## src/rtl/minc_prog_loader.sv

```systemverilog
// Framed byte-stream loader for the minc 256 x 10-bit program memory.
// Packs (HI, LO) byte pairs into words, verifies an XOR checksum, and gates the core's reset.
module minc_prog_loader #(
  parameter int          ADDR_W = 8,
  parameter int          INSN_W = 10,
  parameter logic [7:0]  SYNC   = 8'hA5
) (
  input  logic              CLK,
  input  logic              RESET,
  input  logic [7:0]        in_data,
  input  logic              in_valid,
  output logic              in_ready,
  output logic              mem_we,
  output logic [ADDR_W-1:0] mem_addr,
  output logic [INSN_W-1:0] mem_wdata,
  output logic              cpu_nreset,
  output logic              busy,
  output logic              done,
  output logic              error,
  output logic [ADDR_W:0]   loaded_len
);

  localparam int             HI_W = INSN_W - 8;
  localparam logic [ADDR_W:0] FULL = {1'b1, {ADDR_W{1'b0}}};

  typedef enum logic [2:0] {
    S_IDLE, S_LEN, S_HI, S_LO, S_CSUM, S_DONE, S_ERR
  } state_t;

  state_t            r_state;
  logic [ADDR_W:0]   r_len;
  logic [ADDR_W:0]   r_cnt;
  logic [HI_W-1:0]   r_hi;
  logic [7:0]        r_xor;
  logic              r_we;
  logic [ADDR_W-1:0] r_addr;
  logic [INSN_W-1:0] r_wdata;
  logic              r_nrst;
  logic              r_busy;
  logic              r_done;
  logic              r_err;
  logic [ADDR_W:0]   r_loaded_len;

  logic              w_accept;
  logic              w_hi_bad;
  logic [ADDR_W:0]   w_cnt_next;

  // Never back-pressures; ready simply tracks reset so nothing is taken while held.
  assign in_ready   = ~RESET;
  assign w_accept   = in_valid & ~RESET;
  assign w_hi_bad   = (in_data >> HI_W) != '0;
  assign w_cnt_next = r_cnt + 1'b1;

  always_ff @(posedge CLK or posedge RESET) begin
    if (RESET) begin
      r_state      <= S_IDLE;
      r_len        <= '0;
      r_cnt        <= '0;
      r_hi         <= '0;
      r_xor        <= '0;
      r_we         <= 1'b0;
      r_addr       <= '0;
      r_wdata      <= '0;
      r_nrst       <= 1'b0;
      r_busy       <= 1'b0;
      r_done       <= 1'b0;
      r_err        <= 1'b0;
      r_loaded_len <= '0;
    end else begin
      r_we <= 1'b0;
      if (w_accept) begin
        unique case (r_state)
          S_IDLE, S_DONE, S_ERR: begin
            if (in_data == SYNC) begin
              r_state <= S_LEN;
              r_busy  <= 1'b1;
              r_done  <= 1'b0;
              r_err   <= 1'b0;
              r_nrst  <= 1'b0;
              r_cnt   <= '0;
              r_xor   <= '0;
            end
          end
          S_LEN: begin
            r_len   <= (in_data == '0) ? FULL : (ADDR_W+1)'(in_data);
            r_xor   <= r_xor ^ in_data;
            r_state <= S_HI;
          end
          S_HI: begin
            if (w_hi_bad) begin
              r_state <= S_ERR;
              r_err   <= 1'b1;
              r_busy  <= 1'b0;
            end else begin
              r_hi    <= in_data[HI_W-1:0];
              r_xor   <= r_xor ^ in_data;
              r_state <= S_LO;
            end
          end
          S_LO: begin
            r_xor        <= r_xor ^ in_data;
            r_we         <= 1'b1;
            r_addr       <= r_cnt[ADDR_W-1:0];
            r_wdata      <= {r_hi, in_data};
            r_cnt        <= w_cnt_next;
            r_loaded_len <= w_cnt_next;
            r_state      <= (w_cnt_next == r_len) ? S_CSUM : S_HI;
          end
          S_CSUM: begin
            r_busy <= 1'b0;
            if (in_data == r_xor) begin
              r_state <= S_DONE;
              r_done  <= 1'b1;
              r_nrst  <= 1'b1;
            end else begin
              r_state <= S_ERR;
              r_err   <= 1'b1;
            end
          end
          default: r_state <= S_IDLE;
        endcase
      end
    end
  end

  assign mem_we     = r_we;
  assign mem_addr   = r_addr;
  assign mem_wdata  = r_wdata;
  assign cpu_nreset = r_nrst;
  assign busy       = r_busy;
  assign done       = r_done;
  assign error      = r_err;
  assign loaded_len = r_loaded_len;

endmodule

```

## config.mk

```make
export PLATFORM = sky130hd
export DESIGN_NAME = minc_prog_loader
export DESIGN_NICKNAME = d
export VERILOG_FILES = /design/src/rtl/minc_prog_loader.sv
export SDC_FILE = /design/constraint.sdc
export NUM_CORES = 1
export LEC_CHECK = 0
export CORE_MARGIN = 2
export CORE_UTILIZATION = 40
export DETAILED_ROUTE_END_ITERATION = 8
export SETUP_SLACK_MARGIN = 0.1
export SLEW_MARGIN = 20
export SYNTH_ARGS = -nofsm -noshare
export SYNTH_HDL_FRONTEND = slang
export SYNTH_SLANG_ARGS = --single-unit
export TNS_END_PERCENT = 10
```

## constraint.sdc

```tcl
create_clock -name CLK -period 4.9 [get_ports CLK]
set_input_delay 0.98 -clock CLK [delete_from_list [all_inputs] [get_ports CLK]]
set_output_delay 0.98 -clock CLK [all_outputs]
set_load 0.1 [all_outputs]
```

* Word-level counts from Yosys, hierarchy flattened
Index checks and enable logic that the tools add are counted.
** Cells by class
- Bitwise logic cells :: 4
- Reduce and logical (&&, ||, !) cells :: 18
- Add/subtract/negate cells :: 1
- Eq/ne operators :: 14
- Mux-type cells :: 22
** Operators with widths (number)
- $pmux 8 s3 :: 1
- $mux 9 :: 2
- $pmux 9 s2 :: 1
- $mux 8 :: 2
- $pmux 3 s5 :: 1
- $reduce_and 4->1 :: 3
- $ne 2x2->1 const B :: 5
- $add 9x1->9 const B :: 1
- $eq 3x3->1 const B :: 3
- $eq 9x9->1 :: 1
- $mux 3 :: 3
- $eq 8x8->1 :: 1
- $eq 8x8->1 const B :: 1
- $logic_not 8->1 :: 1
- $mux 1 :: 8
- $reduce_bool 8->1 :: 1
- $xor 8x8->8 :: 1
- $eq 3x2->1 const B :: 2
- $pmux 1 s3 :: 2
- $reduce_and 2->1 :: 3
- $reduce_and 3->1 :: 2
- $reduce_bool 3->1 :: 2
- $reduce_and 5->1 :: 1
- $reduce_bool 2->1 :: 2
- 8 further kinds :: 9
** Storage, ports and cells
- Bits in registers :: 62

* Logic depth before layout (Yosys ltp)
Gate-level depths: netlist of the first run.
- Depth in word-level cells :: 4
- Mapped depth :: 7
- Gate-level depth less buffers :: 6

* Least setup slack after synthesis of the first run
Ideal clock, no wire load.
- Path kind :: input-to-output
- From :: input port RESET
- To :: output port in_ready
- Buffers on the path :: 0
- Data required time :: 3920 ps
- Stages :: 1
- Path slack :: 1094 ps
- Data arrival time :: 2826 ps
- Cells stage by stage :: inv_1
** Between the ends
- Cells in the longest elaborated chain, start to end :: 1
** RTL lines
- start, declared :: line 9 : input logic RESET,
- $not 1->1 :: line 49 : assign in_ready = ~RESET;
- end, declared :: line 12 : output logic in_ready,
Every way passes these cells.

* Worst setup path in the final report of the first run
- From :: input port RESET
- To :: register r_cnt[7]
** Between the ends
- Cells in the longest elaborated chain, start to end :: 3
** RTL lines
- $not 1->1 :: line 50 : assign w_accept = in_valid & ~RESET;
- $and 1x1->1 :: line 50
- $reduce_and 3->1 (no source line)
- end signal, assigned :: line 105 : r_cnt <= w_cnt_next;
- end, declared :: line 32 : logic [ADDR_W:0] r_cnt;
Every way passes these cells.
A chain may end at the register's enable or synchronous reset.

==> results.yml, run 1 <==
sta:
  max_slew.worst_pin.slew_ns: 0.9908
  period_share_pct: 61.48
  holdWs_ns: 0.4653
  setup_violations: 0
  finalHoldViolCount: 0
  min_period_ns: 3.012
  fin_skew_ns: 0.009262
  setup_tns_ns: 0
  rsz0062_at_grt: "no"
  fmax_ghz: 0.3320
  slew_headroom_pct: 33.74
  slew_violations: 0
cts:
  cts_sinks: 62
  post_cts_buffers: 0
  hold_buffers: 0
  clk_pin_slew_worst_paths_ns: 0.07
  insertion_delay_ns: 0.34
  cts-root-buf: "clkbuf_8"
  cts_tree: "done"
  h-tree-depth: 3
  cts.path.max_buffers: 2
  cts_buffers: 9
  cts_resized: 0
detailed_routing:
  via_per_inst: 5.186
  routedWlPerCell_um: 14.71
  first_iter_violations: 116
  drc: 0
  vias: 2484
  dr.pass1.iters: 4
  drt-total-wl_um: 7046
  antenna_left: 0
synth:
  synth_largest_area_cell: "dfrtp_1"
  syn-num-nets: 352
  yosys-top-cells-count: "83 x nand2_1, 62 x dfrtp_1, 31 x o21ai_0"
  synth_cell_type_count: 56
  yosysWarnings: 0
  netlist.area_leader.share_pct: 48.61
  yosys.area_share.simple_pct: 21.01
  syn_inst: 340
  yosysMostFrequentCell: "nand2_1"
  synth-async-reset-ratio_pct: 100.0
  syn_avg_cell_area_um2: 9.388
  synth_area_leaders: "dfrtp_1 49%, nand2_1 9.8%, o21ai_0 4.9%, xor2_1 3.6%, mux2_2 3.5%"
  synth_top_family_by_area: "simple AND/OR/NAND/NOR gates"
  synth_xor_area_share_pct: 7.017
  ys_ff_latch: 62
  synth_edf_count: 0
  synth_compound_area_share_pct: 14.70
  seq_area_frac_synth_pct: 48.61
  synth_fa_ha_area_share_pct: 0.3920
  synth-main-ff-cell: "dfrtp_1"
  synthMuxAreaShare_pct: 3.998
  syn-cell-area_um2: 3192
floorplan:
  row_count: 32
  dieArea_um2: 8710
  start_util_pct: 41.31
  fp.dieH_um: 93.33
  die_w_um: 93.33
  core_um2: 7727
  pin_count: 44
layout:
  final_nets: 384
  synthToLayoutAreaGrowth_pct: 21.09
  finalInstanceArea_um2: 3865
  diodes: 0
  final_layout_size_suffix_gt1_share_pct: 11.41
global_routing:
  grt_max_degree: 63
  grt_pass1_wl_um: 11950
  grt_pass1_vias: 2361
  grt-ovfl-total: 0
  grt_usage_pct: 17.82
  antenna_found_initial: 0
worst_setup_path:
  crit_fanout: 34
  startpoint_type: "primary input"
  timing.rr.start: "r_state[1]"
  worstPathArrival_ns: 3.21
  ff2ff_path_depth: 5
  r2r_end: "r_state[0]"
  critPathKind: "primary input to flop"
  startpoint: "RESET"
  r2r_setup_slack_ns: 2.66
  worst_setup_path_end_kind: "flop"
  crit_required_ns: 5.10
  crit_path_end: "r_cnt[7]"
power:
  power.density_nw_per_um2: 628.8
  peakVddDrop_uv: 400.2
  p_leak_nw: 1.725
place:
  placed_area_um2: 3641
  finalWeightedCongestion: 0.8100
  port-buffer-count: 43
  place_hpwl_um: 4780
job:
  cap_viol_max_count: 0
hold_path:
  holdCritPathClass: "flop to flop"
  holdPathStages: 2
status:
  run_status: "finished, final reports clean"
-- per-layer routing --
metal / vias up / track usage, % / routed length (µm)
met5: - / 0 / 0
met4: 0 / 9.069 / 116
met3: 10 / 3.707 / 276
met2: 54 / 25.78 / 3252
met1: 1196 / 25.18 / 3401
li1: 1224 / - / -
-- stage by stage --
stage | total power, mW | setup WS, ns | utilization (%) | cells
floorplan | 1.689 | 1.094 | - | 340
global placement | 1.928 | 1.591 | 47.12 | 463
detailed placement | 1.936 | 1.544 | 47.12 | 463
CTS | 2.450 | 1.875 | 50.02 | 479
global route | 2.562 | 1.608 | 50.02 | 479
finish | 2.430 | 1.888 | 50.02 | 479
-- cell usage in the layout, fill, tap and decap left out, drive strengths merged, types with 2 or more instances in the layout --
cell and n:
a31oi 2, o21ai 32, xnor2 10, or2 2, a31o 2, nand2b 3
nor2 24, nor2b 3, bufinv 2, a21oi 3, nand4 3, nand3 6
nor3 7, clkinvlp 3, and4 2, inv 4, and2 4, clkdlybuf4s50 42
buf 3, nand2 83, xor2 13, and3 3, dfrtp 62, o31ai 8
mux2 11, o21a 2, a21o 4, clkbuf 11, nor4 3
-- how the worst min path moves through the flow --
| stage | start | to | slack [ns] |
|---|---|---|---|
| finish | r_hi[1] | mem_wdata[9] | 0.47 |
| global route | r_hi[1] | mem_wdata[9] | 0.48 |
| CTS | r_hi[1] | mem_wdata[9] | 0.47 |
| detailed placement | r_hi[1] | mem_wdata[9] | 0.45 |
| global placement | r_hi[1] | mem_wdata[9] | 0.44 |
| floorplan | r_hi[0] | mem_wdata[8] | 0.43 |
-- critical path, cell delays in order --
cell             delay [ns]
clkdlybuf4s50_1        0.51
nand2b_1               0.51
or3_1                  0.40
buf_4                  0.39
nor2_1                 0.09
o31ai_1                0.19
o21ai_0                0.13
-- cell families after synthesis --
family          count (synthesis)
simple gates                  146
xor+xnor                       24
buf+inv                        28
flops                          62
fa+ha+maj                       1
compound gates                 68
mux                            11
-- final cells by class --
| class | instances | area [µm²] |
|---|---|---|
| Clock buffer | 11 | 141.4 |
| Tap cell | 102 | 127.6 |
| Fill cell | 739 | 3862 |
| Timing Repair Buffer | 45 | 442.9 |
| Inverter | 4 | 15.01 |
| Multi-Input combinational cell | 250 | 1504 |
| Sequential cell | 62 | 1551 |
| Clock inverter | 5 | 82.58 |
-- flip-flops by register name (all words and copies together), names as in the netlist --
signal      cells
busy            1
done            1
error           1
loaded_len      9
mem_addr        8
mem_wdata      10
mem_we          1
r_cnt           9
r_hi            2
r_len           9
r_state         3
r_xor           8
-- report_power, final --
group	total, mW	internal (mW)	switching (mW)
logic	1.12	0.310	0.814
registers	0.799	0.648	0.151
clock network	0.507	0.300	0.206
No activity file was read; power rests on OpenSTA's default activity.
==> inputs of run 2 (changes only) <==
clock period = 2.54 ns   (was 4.9 ns; I/O delays follow)
==> run 2 against run 1 <==
- die area is the same
- final cell count up 4.0%
- critical path depth shrank 1
- flip-flop and latch count did not move
- non-clock buffer count grew 19
- design area is 1.8% higher
- largest cell class unchanged
- critical path type unchanged
- critical endpoint is now r_state[0]
==> results.yml, run 2 (synthesis gave the netlist of run 1 again) <==
status:
  run_status: "finished, final reports clean"
global_routing:
  grt_pass1_vias: 2422
  grt_pass1_wl_um: 12050
  grt_max_degree: 63
  grt_usage_pct: 17.88
  grt-ovfl-total: 0
  antenna_found_initial: 0
detailed_routing:
  routedWlPerCell_um: 14.64
  antenna_left: 0
  first_iter_violations: 123
  via_per_inst: 5.068
  vias: 2524
  drc: 0
  drt-total-wl_um: 7290
  dr.pass1.iters: 4
worst_setup_path:
  r2r_setup_slack_ns: 0.50
  crit_buf_inv: 1
  crit_path_top_delay_cell: "clkdlybuf4s50_1"
  crit_family: "buffers and inverters"
  ff2ff_path_depth: 6
  path_depth: 6
  r2r_end: "r_state[1]"
  critPathKind: "primary input to flop"
  worst_setup_path_end_kind: "flop"
  crit_chain: "clkdlybuf4s50_1 > nor3_4 > nand4_1 > a31o_1 > mux2_4 > o221a_1"
  slowest_delay_ns: 0.58
  crit_path_end: "r_state[0]"
  timing.rr.start: "r_cnt[0]"
  worstPathArrival_ns: 2.38
  crit_fanout: 9
  startpoint_type: "primary input"
  crit_required_ns: 2.75
  startpoint: "in_data[6]"
layout:
  largest_reg_flops: 10
  final_cells: 498
  synthToLayoutAreaGrowth_pct: 23.25
  final_layout_size_suffix_gt1_share_pct: 23.74
  final_nets: 403
  fin_util_pct: 50.91
  diodes: 0
  layout_commonest_cell: "nand2_1"
  layout_common_cells: "83 x nand2_1, 62 x dfrtp_1, 53 x buf_4"
sta:
  rsz0062_at_grt: "no"
  fin_skew_ns: 0.01070
  finalHoldViolCount: 0
  setup_violations: 0
  max_slew.worst_pin.slew_ns: 0.7766
  min_period_ns: 2.168
  period_share_pct: 85.36
  slew_violations: 0
  fmax_ghz: 0.4612
  fin_ws_ns: 0.3718
  slew_headroom_pct: 48.23
  setup_tns_ns: 0
power:
  cell_internal_pwr_mw: 2.397
  peakVddDrop_uv: 982.8
  clockPowerShare_pct: 20.2
  switchingPower_mw: 2.276
  power_frac_comb_pct: 47.6
  p_leak_nw: 1.877
  switching_share_pct: 48.71
  seqPwrFrac_pct: 32.2
  power.density_nw_per_um2: 1188
cts:
  cts_tree: "done"
  post_cts_buffers: 0
  insertion_delay_ns: 0.33
  cts_buffers: 9
  cts.path.max_buffers: 2
  h-tree-depth: 3
  cts_sinks: 62
  hold_buffers: 0
  clk_pin_slew_worst_paths_ns: 0.07
  cts-root-buf: "clkbuf_8"
  cts_resized: 0
place:
  place_ws_ns: 0.04392
  place_hpwl_um: 5070
  port-buffer-count: 43
  finalWeightedCongestion: 0.7858
  dpl.cell_count: 482
floorplan:
  die_w_um: 93.33
  start_util_pct: 41.31
  pin_count: 44
  fp.dieH_um: 93.33
  core_um2: 7727
  dieArea_um2: 8710
  row_count: 32
job:
  cap_viol_max_count: 0
hold_path:
  holdCritPathClass: "flop to flop"
-- run 2: cell types whose count changed in the layout (fill, tap and decap cells not counted), sizes merged --
cell / change
clkinv: +3
clkinvlp: -1
buf: +51
clkdlybuf4s50: -32
clkbuf: -1
inv: -1
-- run 2: worst min path at each step --
stage                  start            end  slack (ns)  depth (start not counted)
2_1_floorplan        r_hi[0]   mem_wdata[8]        0.43                          2
3_3_place_gp         r_hi[1]   mem_wdata[9]        0.45                          2
4_1_cts              r_hi[0]   mem_wdata[8]        0.48                          2
6_report       loaded_len[0]  loaded_len[0]        0.48                          2
3_5_place_dp    mem_wdata[4]   mem_wdata[4]        0.46                          2
5_1_grt          mem_addr[7]    mem_addr[7]        0.49                          2
-- run 2: power groups by stage --
| stage | registers, mW | clock network (mW) | logic [mW] |
|---|---|---|---|
| final | 1.50 | 0.944 | 2.22 |
| after global placement | 1.51 | 0 | 2.22 |
| after floorplan | 2.49 | 0 | 0.767 |
| after global routing | 1.55 | 1.02 | 2.35 |
| after CTS | 1.50 | 0.970 | 2.24 |
| after detailed placement | 1.52 | 0 | 2.23 |
-- run 2: worst min-delay path: cells and delay by family, from the launching register on --
| family | cells | cell delay (ns) |
|---|---|---|
| DFF | 1 | 0.34 |
| AOI/OAI and AO/OA | 1 | 0.06 |
| and+or+nand+nor | 1 | 0.04 |
-- run 2: stage by stage --
step	instance area (µm²)	hold slack, ns	total power [mW]
2_1_floorplan	3196	0.4331	3.259
3_3_place_gp	3720	0.4532	3.728
3_5_place_dp	3720	0.4629	3.749
4_1_cts	3934	0.4833	4.710
5_1_grt	3934	0.4937	4.909
6_report	3934	0.4785	4.674
-- run 2: area by class of cell --
type,count,area (µm²)
fillers,740,3794
flip-flops and latches,62,1551
multi-input cells,250,1504
repair buffers,64,518.0
clock buffers,10,127.6
well taps,102,127.6
clock inverters,6,86.33
inverters,4,18.77
-- run 2: layer usage --
layer / GRT usage (%) / part of all wire (%) / vias up
met2: 28.72 / 48 / 45
met4: 6.618 / 0.78 / 0
met3: 3.223 / 3.7 / 4
met1: 24.17 / 47 / 1213
li1: - / - / 1262
met5: 0 / 0 / -
==> inputs of run 3 (changes only) <==
MAX_ROUTING_LAYER = met4   (was not set)
==> run 3 against run 2 <==
- maximum frequency is 0.31% higher
- via count is 0.40% higher
- critical path depth stayed put
- clock skew is 0.0022 ns higher
- critical endpoint unchanged
- design area stayed put
- register-to-register slack hardly changed
- sequential power hardly changed
==> results.yml, run 3 (synthesis gave the netlist of run 1 again) <==
worst_setup_path:
  crit_family: "buffers and inverters"
  crit_chain: "clkdlybuf4s50_1 > nor3_4 > nand4_1 > a31o_1 > mux2_4 > o221a_1"
  crit_buf_inv: 1
  worst_setup_path_end_kind: "flop"
  crit_fanout: 9
  critPathKind: "primary input to flop"
  startpoint_type: "primary input"
  timing.rr.start: "r_cnt[0]"
  worstPathArrival_ns: 2.38
  crit_required_ns: 2.76
  startpoint: "in_data[6]"
  crit_path_top_delay_cell: "clkdlybuf4s50_1"
  slowest_delay_ns: 0.58
detailed_routing:
  antenna_left: 0
  drc: 0
  first_iter_violations: 130
  drt-total-wl_um: 7287
  vias: 2534
  via_per_inst: 5.088
  dr.pass1.iters: 4
  routedWlPerCell_um: 14.63
layout:
  layout_common_cells: "83 x nand2_1, 62 x dfrtp_1, 53 x buf_4"
  fin_util_pct: 50.91
  largest_reg_flops: 10
  layout_commonest_cell: "nand2_1"
  finalInstanceArea_um2: 3934
  final_nets: 403
  final_layout_size_suffix_gt1_share_pct: 23.74
  fillers: 740
  diodes: 0
  synthToLayoutAreaGrowth_pct: 23.25
  final_cells: 498
sta:
  period_share_pct: 85.10
  min_period_ns: 2.161
  fin_ws_ns: 0.3786
  setup_tns_ns: 0
  slew_violations: 0
  slew_headroom_pct: 46.79
  max_slew.worst_pin.slew_ns: 0.7981
  fmax_ghz: 0.4627
  setup_violations: 0
  finalHoldViolCount: 0
  rsz0062_at_grt: "no"
  fin_skew_ns: 0.01289
  holdWs_ns: 0.4780
floorplan:
  die_w_um: 93.33
  start_util_pct: 41.31
  core_um2: 7727
  dieArea_um2: 8710
  row_count: 32
  fp.dieH_um: 93.33
  pin_count: 44
power:
  power.density_nw_per_um2: 1189
  peakVddDrop_uv: 983.7
  p_leak_nw: 1.877
  power_mw: 4.679
global_routing:
  met3_usage_pct: 3.143
  grt_usage_pct: 18.36
  grt-ovfl-total: 0
  grt-busiest-layer: "met2"
  grt_pass1_vias: 2427
  grt_max_degree: 63
  use_met2_pct: 28.78
  antenna_found_initial: 0
  grtUsageMet1_pct: 24.12
  grt_pass1_wl_um: 12070
place:
  place_ws_ns: 0.04392
  place_hpwl_um: 5070
  port-buffer-count: 43
  placed_area_um2: 3720
  dpl.cell_count: 482
  finalWeightedCongestion: 0.7968
cts:
  post_cts_buffers: 0
  cts.path.max_buffers: 2
  cts-root-buf: "clkbuf_8"
  clk_pin_slew_worst_paths_ns: 0.07
  cts_tree: "done"
  h-tree-depth: 3
  cts_sinks: 62
  insertion_delay_ns: 0.34
  hold_buffers: 0
  cts_buffers: 9
  cts_resized: 0
hold_path:
  holdCritPathClass: "flop to flop"
  min_from: "r_hi[0]"
job:
  cap_viol_max_count: 0
status:
  run_status: "finished, final reports clean"
## run 3: cell counts in the layout (fill, tap and decap cells not counted)
No cell type changed its count.
## run 3: power by group
group          total, mW  internal [mW]  switching, mW
Clock              0.949          0.551          0.398
Sequential          1.50           1.25          0.254
Combinational       2.23          0.596           1.63
Total               4.68           2.40           2.28
## run 3: path summary, 6_finish.rpt
kind	to	slack, ns	cells after the start
worst min register to register	mem_wdata[8]	0.48	2
worst max-delay path	r_state[0]	0.38	6
max in group asynchronous	busy	1.10	3
worst min-delay path	mem_wdata[8]	0.48	2
min in group asynchronous	r_cnt[4]	0.92	3
worst max register to register	r_state[1]	0.50	6
## run 3: layer usage
layer | routed length [µm] | share of wire, %
met5 | 0 | 0
met1 | 3457 | 47
met4 | 76 | 1.0
met2 | 3517 | 48
met3 | 235 | 3.2
## run 3: final cells by class
class	instances	area, µm²	share of cell area, %
flip-flops and latches	62	1551	39.44
multi-input cells	250	1504	38.23
repair buffers	64	518.0	13.17
clock buffers	10	127.6	3.244
well taps	102	127.6	3.244
clock inverters	6	86.33	2.195
inverters	4	18.77	0.4771
## run 3: tightest hold or removal path, delay by kind of cell, from the launching register on
kind             cells  cell delay, ns
AND/OR/NAND/NOR      2            0.10
flip-flops           1            0.34
